`config.mk`:
```
export PLATFORM = sky130hd
export DESIGN_NAME = fetch_ctrl
export DESIGN_NICKNAME = d
export VERILOG_FILES = /design/src/rtl/fetch_pkg.sv /design/src/rtl/bp.sv /design/src/rtl/redir_sel.sv /design/src/rtl/fetch_ctrl.sv
export SDC_FILE = /design/constraint.sdc
export NUM_CORES = 1
export LEC_CHECK = 0
export CAP_MARGIN = 20
export CELL_PAD_IN_SITES_DETAIL_PLACEMENT = 1
export CELL_PAD_IN_SITES_GLOBAL_PLACEMENT = 2
export CORE_ASPECT_RATIO = 0.8
export CORE_MARGIN = 10
export CORE_UTILIZATION = 24
export DETAILED_ROUTE_END_ITERATION = 8
export PLACE_DENSITY_LB_ADDON = 0.05
export SYNTH_ARGS = -nofsm -noshare
export SYNTH_HDL_FRONTEND = slang
export SYNTH_SLANG_ARGS = --single-unit
```
`constraint.sdc`:
```
create_clock -name clk -period 2.3 [get_ports clk]
set_input_delay 0.46 -clock clk [delete_from_list [all_inputs] [get_ports clk]]
set_output_delay 0.46 -clock clk [all_outputs]
set_load 0.01 [all_outputs]
```
`src/rtl/fetch_pkg.sv`:
```
// Shared types and widths for the instruction fetch controller.
package fetch_pkg;

  localparam int unsigned XLEN       = 64;
  localparam int unsigned ILEN       = 32;
  localparam int unsigned INST_BYTES = 4;

  typedef enum logic [1:0] {
    RUN   = 2'd0,
    DRAIN = 2'd1,
    FLUSH = 2'd2
  } fetch_state_e;

  typedef enum logic [2:0] {
    CAUSE_NONE    = 3'd0,
    CAUSE_TRAP    = 3'd1,
    CAUSE_MISPRED = 3'd2,
    CAUSE_FENCE   = 3'd3,
    CAUSE_TAKEN   = 3'd4,
    CAUSE_SEQ     = 3'd5
  } redir_cause_e;

  // Decode slot payload: fetched word plus the pc it came from.
  typedef struct packed {
    logic [XLEN-1:0] addr;
    logic [ILEN-1:0] inst;
  } dec_slot_t;

endpackage

```
`src/rtl/bp.sv`:
```
// Branch predictor port adapter: the prediction tables sit outside this slice
// and deliver taken/target for the current pc; this block hands them to fetch.
module bp
  import fetch_pkg::*;
(
  input  logic            taken_i,
  input  logic [XLEN-1:0] paddr_i,
  output logic            taken_o,
  output logic [XLEN-1:0] paddr_o
);

  // Prediction for the pc currently presented on the request channel.
  assign taken_o = taken_i;
  assign paddr_o = paddr_i;

endmodule

```
`src/rtl/redir_sel.sv`:
```
// Next-pc priority selector: trap > mispred > fence_i > taken > pc+4.
// fence_i and taken only count while fetching; the taken/+4 step only when a
// request actually transfers.
module redir_sel
  import fetch_pkg::*;
(
  input  logic            run_i,
  input  logic            step_i,
  input  logic            trap_i,
  input  logic [XLEN-1:0] trap_addr_i,
  input  logic            mispred_i,
  input  logic [XLEN-1:0] tp_addr_i,
  input  logic            fence_req_i,
  input  logic [XLEN-1:0] fence_pc_i,
  input  logic            taken_i,
  input  logic [XLEN-1:0] paddr_i,
  input  logic [XLEN-1:0] pc_i,
  output redir_cause_e    cause_o,
  output logic [XLEN-1:0] next_pc_o
);

  // Priority chain; pc arithmetic wraps modulo 2^64.
  always_comb begin
    cause_o   = CAUSE_NONE;
    next_pc_o = pc_i;
    if (trap_i) begin
      cause_o   = CAUSE_TRAP;
      next_pc_o = trap_addr_i;
    end else if (mispred_i) begin
      cause_o   = CAUSE_MISPRED;
      next_pc_o = tp_addr_i;
    end else if (run_i && fence_req_i) begin
      cause_o   = CAUSE_FENCE;
      next_pc_o = fence_pc_i + XLEN'(INST_BYTES);
    end else if (run_i && step_i) begin
      if (taken_i) begin
        cause_o   = CAUSE_TAKEN;
        next_pc_o = paddr_i;
      end else begin
        cause_o   = CAUSE_SEQ;
        next_pc_o = pc_i + XLEN'(INST_BYTES);
      end
    end
  end

endmodule

```
`src/rtl/fetch_ctrl.sv`:
```
// Instruction fetch controller: one outstanding imem request, redirect
// handling with kill of in-flight responses, and an instruction-fence
// drain/flush sequence. Optional perf counters under FETCH_CTRL_PERF_EN.
module fetch_ctrl
  import fetch_pkg::*;
#(
  parameter logic [XLEN-1:0] RESET_VEC = 64'h0
) (
  input  logic            clk,
  input  logic            rst,
  input  logic            trap_valid,
  input  logic [XLEN-1:0] trap_addr,
  input  logic            mispred,
  input  logic [XLEN-1:0] tp_addr,
  input  logic            fence_i,
  input  logic [XLEN-1:0] fence_pc,
  input  logic            taken,
  input  logic [XLEN-1:0] paddr,
  output logic            imem_req_valid,
  input  logic            imem_req_ready,
  output logic [XLEN-1:0] imem_req_addr,
  input  logic            imem_rsp_valid,
  input  logic [ILEN-1:0] imem_rsp_data,
  output logic            icache_inv_req,
  input  logic            icache_inv_done,
`ifdef FETCH_CTRL_PERF_EN
  output logic [XLEN-1:0] perf_redirects,
  output logic [XLEN-1:0] perf_stalls,
`endif
  output logic            inst_valid,
  input  logic            dec_ready,
  output logic [ILEN-1:0] inst,
  output logic [XLEN-1:0] inst_addr
);

  fetch_state_e    state_q, state_d;
  logic [XLEN-1:0] pc_q, pc_d;
  logic            out_q, out_d;
  logic            kill_q, kill_d;
  logic            pend_q, pend_d;
  logic [XLEN-1:0] pend_pc_q, pend_pc_d;
  logic [XLEN-1:0] rq_addr_q, rq_addr_d;
  dec_slot_t       slot_q, slot_d;
  logic            inst_valid_q, inst_valid_d;
  logic            inv_q, inv_d;

  logic            run_c;
  logic            redir_c;
  logic            xfer_c;
  logic            rsp_c;
  logic            pred_taken;
  logic [XLEN-1:0] pred_addr;
  redir_cause_e    cause;
  logic [XLEN-1:0] next_pc;

  // Request is offered only when the decode slot will be free and nothing
  // this cycle is about to move the pc elsewhere.
  assign run_c          = (state_q == RUN);
  assign redir_c        = trap_valid || mispred;
  assign imem_req_valid = rst && run_c && !out_q && (!inst_valid_q || dec_ready)
                          && !redir_c && !fence_i;
  assign imem_req_addr  = pc_q;
  assign xfer_c         = imem_req_valid && imem_req_ready;
  assign rsp_c          = imem_rsp_valid && out_q;

  assign inst_valid     = inst_valid_q;
  assign inst           = slot_q.inst;
  assign inst_addr      = slot_q.addr;
  assign icache_inv_req = inv_q;

  bp u_bp (
    .taken_i (taken),
    .paddr_i (paddr),
    .taken_o (pred_taken),
    .paddr_o (pred_addr)
  );

  redir_sel u_redir_sel (
    .run_i       (run_c),
    .step_i      (xfer_c),
    .trap_i      (trap_valid),
    .trap_addr_i (trap_addr),
    .mispred_i   (mispred),
    .tp_addr_i   (tp_addr),
    .fence_req_i (fence_i),
    .fence_pc_i  (fence_pc),
    .taken_i     (pred_taken),
    .paddr_i     (pred_addr),
    .pc_i        (pc_q),
    .cause_o     (cause),
    .next_pc_o   (next_pc)
  );

  // Next-state: request/response bookkeeping, redirects and fence sequencing.
  always_comb begin
    state_d      = state_q;
    pc_d         = pc_q;
    out_d        = out_q;
    kill_d       = kill_q;
    pend_d       = pend_q;
    pend_pc_d    = pend_pc_q;
    rq_addr_d    = rq_addr_q;
    slot_d       = slot_q;
    inst_valid_d = inst_valid_q;

    if (inst_valid_q && dec_ready) begin
      inst_valid_d = 1'b0;
    end

    // Killed responses, drain responses and ones racing a redirect/fence
    // retire the request but never reach decode.
    if (rsp_c) begin
      out_d  = 1'b0;
      kill_d = 1'b0;
      if (!kill_q && run_c && !redir_c && !fence_i) begin
        inst_valid_d = 1'b1;
        slot_d.addr  = rq_addr_q;
        slot_d.inst  = imem_rsp_data;
      end
    end

    if (xfer_c) begin
      out_d     = 1'b1;
      kill_d    = 1'b0;
      rq_addr_d = pc_q;
    end

    if (redir_c) begin
      inst_valid_d = 1'b0;
      if (out_q && !rsp_c) begin
        kill_d = 1'b1;
      end
    end

    case (state_q)
      RUN: begin
        case (cause)
          CAUSE_TRAP, CAUSE_MISPRED, CAUSE_TAKEN, CAUSE_SEQ: pc_d = next_pc;
          CAUSE_FENCE: begin
            // pc parks at the resume point while the cache is flushed
            pc_d         = next_pc;
            inst_valid_d = 1'b0;
            state_d      = (out_q && !rsp_c) ? DRAIN : FLUSH;
          end
          default: ;
        endcase
      end
      DRAIN: begin
        if (rsp_c) begin
          state_d = FLUSH;
        end
        if (redir_c) begin
          pend_d    = 1'b1;
          pend_pc_d = next_pc;
        end
      end
      FLUSH: begin
        if (icache_inv_done) begin
          state_d = RUN;
          pend_d  = 1'b0;
          if (redir_c) begin
            pc_d = next_pc;
          end else if (pend_q) begin
            pc_d = pend_pc_q;
          end
        end else if (redir_c) begin
          pend_d    = 1'b1;
          pend_pc_d = next_pc;
        end
      end
      default: state_d = RUN;
    endcase

    inv_d = (state_d == FLUSH);
  end

  // State and datapath registers with synchronous active-low reset.
  always_ff @(posedge clk) begin
    if (!rst) begin
      state_q      <= RUN;
      pc_q         <= RESET_VEC;
      out_q        <= 1'b0;
      kill_q       <= 1'b0;
      pend_q       <= 1'b0;
      pend_pc_q    <= '0;
      rq_addr_q    <= '0;
      slot_q       <= '0;
      inst_valid_q <= 1'b0;
      inv_q        <= 1'b0;
    end else begin
      state_q      <= state_d;
      pc_q         <= pc_d;
      out_q        <= out_d;
      kill_q       <= kill_d;
      pend_q       <= pend_d;
      pend_pc_q    <= pend_pc_d;
      rq_addr_q    <= rq_addr_d;
      slot_q       <= slot_d;
      inst_valid_q <= inst_valid_d;
      inv_q        <= inv_d;
    end
  end

`ifdef FETCH_CTRL_PERF_EN
  logic [XLEN-1:0] perf_redirects_q;
  logic [XLEN-1:0] perf_stalls_q;

  // Redirect and decode-backpressure event counters.
  always_ff @(posedge clk) begin
    if (!rst) begin
      perf_redirects_q <= '0;
      perf_stalls_q    <= '0;
    end else begin
      if (redir_c) begin
        perf_redirects_q <= perf_redirects_q + XLEN'(1);
      end
      if (inst_valid_q && !dec_ready) begin
        perf_stalls_q <= perf_stalls_q + XLEN'(1);
      end
    end
  end

  assign perf_redirects = perf_redirects_q;
  assign perf_stalls    = perf_stalls_q;
`endif

endmodule

```
==> out/metrics.yaml, run 1 <==
status:
  status: "finished, violations left"
  violations: "setup timing"
cells_and_area:
  syn2layout_area_growth_pct: 78.7
  final_util_pct: 43.3
  nets: 3648
  multiInputGateArea_sq_um: 11500
  instances_no_fill: 4309
  ff_latch_area_sq_um: 5970
  drive_above_1_share_pct: 28.9
  nFillCells: 8410
synth:
  synth-xor-area-share_pct: 2.77
  synth_flop_cell: "dfxtp_1"
  synth_top_area_cell: "dfxtp_1"
  synth_top_cell_area_share_pct: 34.6
  syn_nets: 2727
  synth_mux_area_share_pct: 1.19
  synth_seq_cells: 295
  async_flop_share_pct: 0
  netlist_top_cells_area: "dfxtp_1 (35%), nand2_1 (11%), a21oi_1 (8.9%)"
  avgSynthCellArea_sq_um: 7.04
  synth_compound_area_share_pct: 27.2
  synthSimpleGateAreaFrac_pct: 28.3
  synth_cell_types: 80
  yosysSeqAreaShare_pct: 34.6
  syn_inst: 2423
  synth_fa_ha_area_share_pct: 0.440
  ys_warn_count: 0
  synth_top_family_by_area: "simple AND/OR/NAND/NOR gates"
  synth_edf_count: 0
  syn_area_sq_um: 17100
hold_path:
  hp-start: "fence_pc[2]"
  hp-class: "primary input to flip-flop"
  hold_depth: 5
  hold_path_end: "imem_req_addr[2]"
floorplan:
  die_h_um: 258
  num_io_pins: 461
  die_width_um: 318
  initial_core_util_pct: 24.2
  die_area_sq_um: 82200
  core_area_sq_um: 70400
  num_rows: 87
cts:
  cts.sinks: 295
  clk_pin_slew_ps: 60
  cts-root-buf: "clkbuf_16"
  htreeDepth: 2
  clock_latency_ps: 580
  cts_tree: "done"
  clk_path_buf_depth: 3
  cts_made_buffers: 40
job:
  maxCapViolations: 0
routing:
  postRouteAntennaNets: 0
  drc: 0
  routed_wl_um: 118000
  vias: 23191
  firstDrtPassIters: 5
  first_iter_violations: 1706
  wl_per_cell_um: 27.5
  vias_per_cell: 5.38
global_route:
  grt_pass1_vias: 23889
  gr-total-overflow: 0
  track_usage_pct: 26.3
  grt_max_degree: 90
  antenna_found_initial: 7
  grt_pass1_wl_um: 165000
setup_path:
  required_ps: 2810
  critPathArrivalTime_ps: 2940
  regToRegStartpoint: "imem_req_addr[4]"
  rr_worst_depth: 8
  crit_type: "flip-flop to flip-flop"
  r2r-end: "imem_req_addr[63]"
  path_max_fanout: 4
  cp-end-kind: "flip-flop"
  r2r_slack_ps: -130
  startpoint_type: "flip-flop"
placement:
  dp.cells: 4124
  detailedPlace.worstSlack_ps: -826
  dp_hpwl_um: 89500
  numPortBuffers: 460
  gp_congestion: 0.940
power:
  power_density_nw_per_um2: 537
  power.total_mw: 16.4
  static-leakage-power_nw: 11.4
  peakVddDrop_mv: 0.487
timing:
  rsz0062_at_grt: "yes"
  worstMarginPinSlew_ps: 988
  setup_violations: 24
  hold_violations: 0
  clock_skew_ps: 15.8
  slew_viol_final: 0
  max_slew_margin_pct: 34.1
  period_share_pct: 106
  period_minus_slack_ps: 2430
  fmax_ghz: 0.411
  fin_ws_ps: -133
worst max path at each step:
stage | start | depth (start not counted) | slack, ps | to
final | imem_req_addr[4] | 8 | -130 | imem_req_addr[63]
after global routing | imem_req_addr[37] | 10 | -200 | imem_req_addr[45]
after CTS | imem_req_addr[5] | 8 | -120 | imem_req_addr[63]
after detailed placement | dec_ready | 9 | -830 | imem_req_addr[50]
after global placement | dec_ready | 9 | -870 | imem_req_addr[50]
after floorplan | imem_req_addr[2] | 8 | 20 | imem_req_addr[60]
synth_stat cells (all sizes together), types with 10 or more instances:
library cell  count
nand2b           18
nor4             34
o22ai            27
nand3            74
clkbuf          148
a221oi           12
o31ai            10
nor2            208
o221a            10
nand4            56
nor3             52
buf              62
a211oi           43
and2             12
o211ai           22
and3             38
a21oi           304
a31oi            45
nand2           485
and4             20
xor2             28
a22oi            10
or3              21
inv              21
xnor2            26
o21ai           202
dfxtp           295
mux2i            18
area by class of cell:
cell class                 count  share of cell area [%]
inverter                      22                   0.295
sequential                   295                    19.6
tap                          934                    3.83
timing repair buffer        1088                    34.2
clock inverter                 7                   0.267
clock buffer                  63                    3.97
antenna                        3                  0.0246
multi-input combinational   1897                    37.9
layout by cell type (no fill, tap or decap), types with 12 or more instances in the layout:
cell type	Yosys	final
nor4_1	29	12
nor2_1	208	194
nor3_1	50	31
a211oi_1	43	34
inv_1	21	17
nand2b_1	17	16
xor2_1	28	26
o211ai_1	22	22
clkbuf_1	147	13
o21ai_1	1	33
nor4_2	4	14
a21oi_1	304	288
o21ai_0	201	158
buf_6	0	47
o22ai_1	27	25
buf_4	5	512
dfxtp_1	295	260
clkdlybuf4s50_1	0	439
clkbuf_16	0	54
a21oi_2	0	15
dfxtp_2	0	27
nand2_1	484	459
xnor2_1	26	26
nor3_2	1	15
nand3_1	72	62
a31oi_1	45	44
buf_12	0	47
nand4_1	52	52
and3_1	38	31
nand2_2	1	24
registers in the layout, summed over array words and instances (netlist names), 2 cells and up:
name / cells
imem_req_addr: 64
inst: 32
inst_addr: 64
pend_pc_q: 64
rq_addr_q: 64
state_q: 2
metal layers:
metal  wire, um  vias to the layer above  GRT usage [%]
li1           -                    10574              -
met1      51600                    11752           33.0
met2      56200                      689           45.4
met3       6860                      170           4.91
met4       3620                        6           7.55
met5         38                        -              0
worst max-delay path, stage by stage, from the launching register on:
cell	delay (ps)
dfxtp_2	350
nand4_1	240
buf_6	210
nand2b_4	170
nor3_4	260
nand4_1	250
or4_1	450
a211o_1	260
a31oi_1	150
kinds of logic after synthesis:
logic type,count (synthesis)
multiplexers,20
AND/OR/NAND/NOR,1039
XOR/XNOR,54
AO/OA/AOI/OAI,777
flip-flops,295
adder cells (fa/ha/maj),6
buffers and inverters,232
power by group:
| group | internal [mW] | switching [mW] | total [mW] | leakage (nW) |
|---|---|---|---|---|
| clock network | 3.72 | 2.65 | 6.37 | 0.629 |
| registers | 5.34 | 0.181 | 5.52 | 2.41 |
| logic | 2.08 | 2.42 | 4.50 | 8.40 |
stage by stage:
step | hold slack (ps) | instance area [sq um] | setup TNS (ps)
after CTS | 412 | 28600 | -1000
final | 408 | 30500 | -1190
after global placement | 438 | 26300 | -80810
after floorplan | 432 | 17100 | 0
after global routing | 440 | 30500 | -4470
after detailed placement | 447 | 26300 | -85600
what timing repair did:
action                                 4_1_cts  5_1_grt
gates resized for setup                    170      296
gates cloned                                 4       16
endpoints found under the hold margin        0        0
hold buffers                                 0        0
setup buffers                               42       54
setup endpoints to repair                  109      150
pin swaps                                   47      104
No activity file was read; power rests on OpenSTA's default activity.
==> run 2, diff against run 1 <==
--- a/config.mk
+++ b/config.mk
@@ -13,6 +13,7 @@
 export CORE_UTILIZATION = 24
 export DETAILED_ROUTE_END_ITERATION = 8
 export PLACE_DENSITY_LB_ADDON = 0.05
+export SLEW_MARGIN = 20
 export SYNTH_ARGS = -nofsm -noshare
 export SYNTH_HDL_FRONTEND = slang
 export SYNTH_SLANG_ARGS = --single-unit
==> results of run 2 <==
Same layout as run 1: the final DEF is identical, and so are final timing and power.
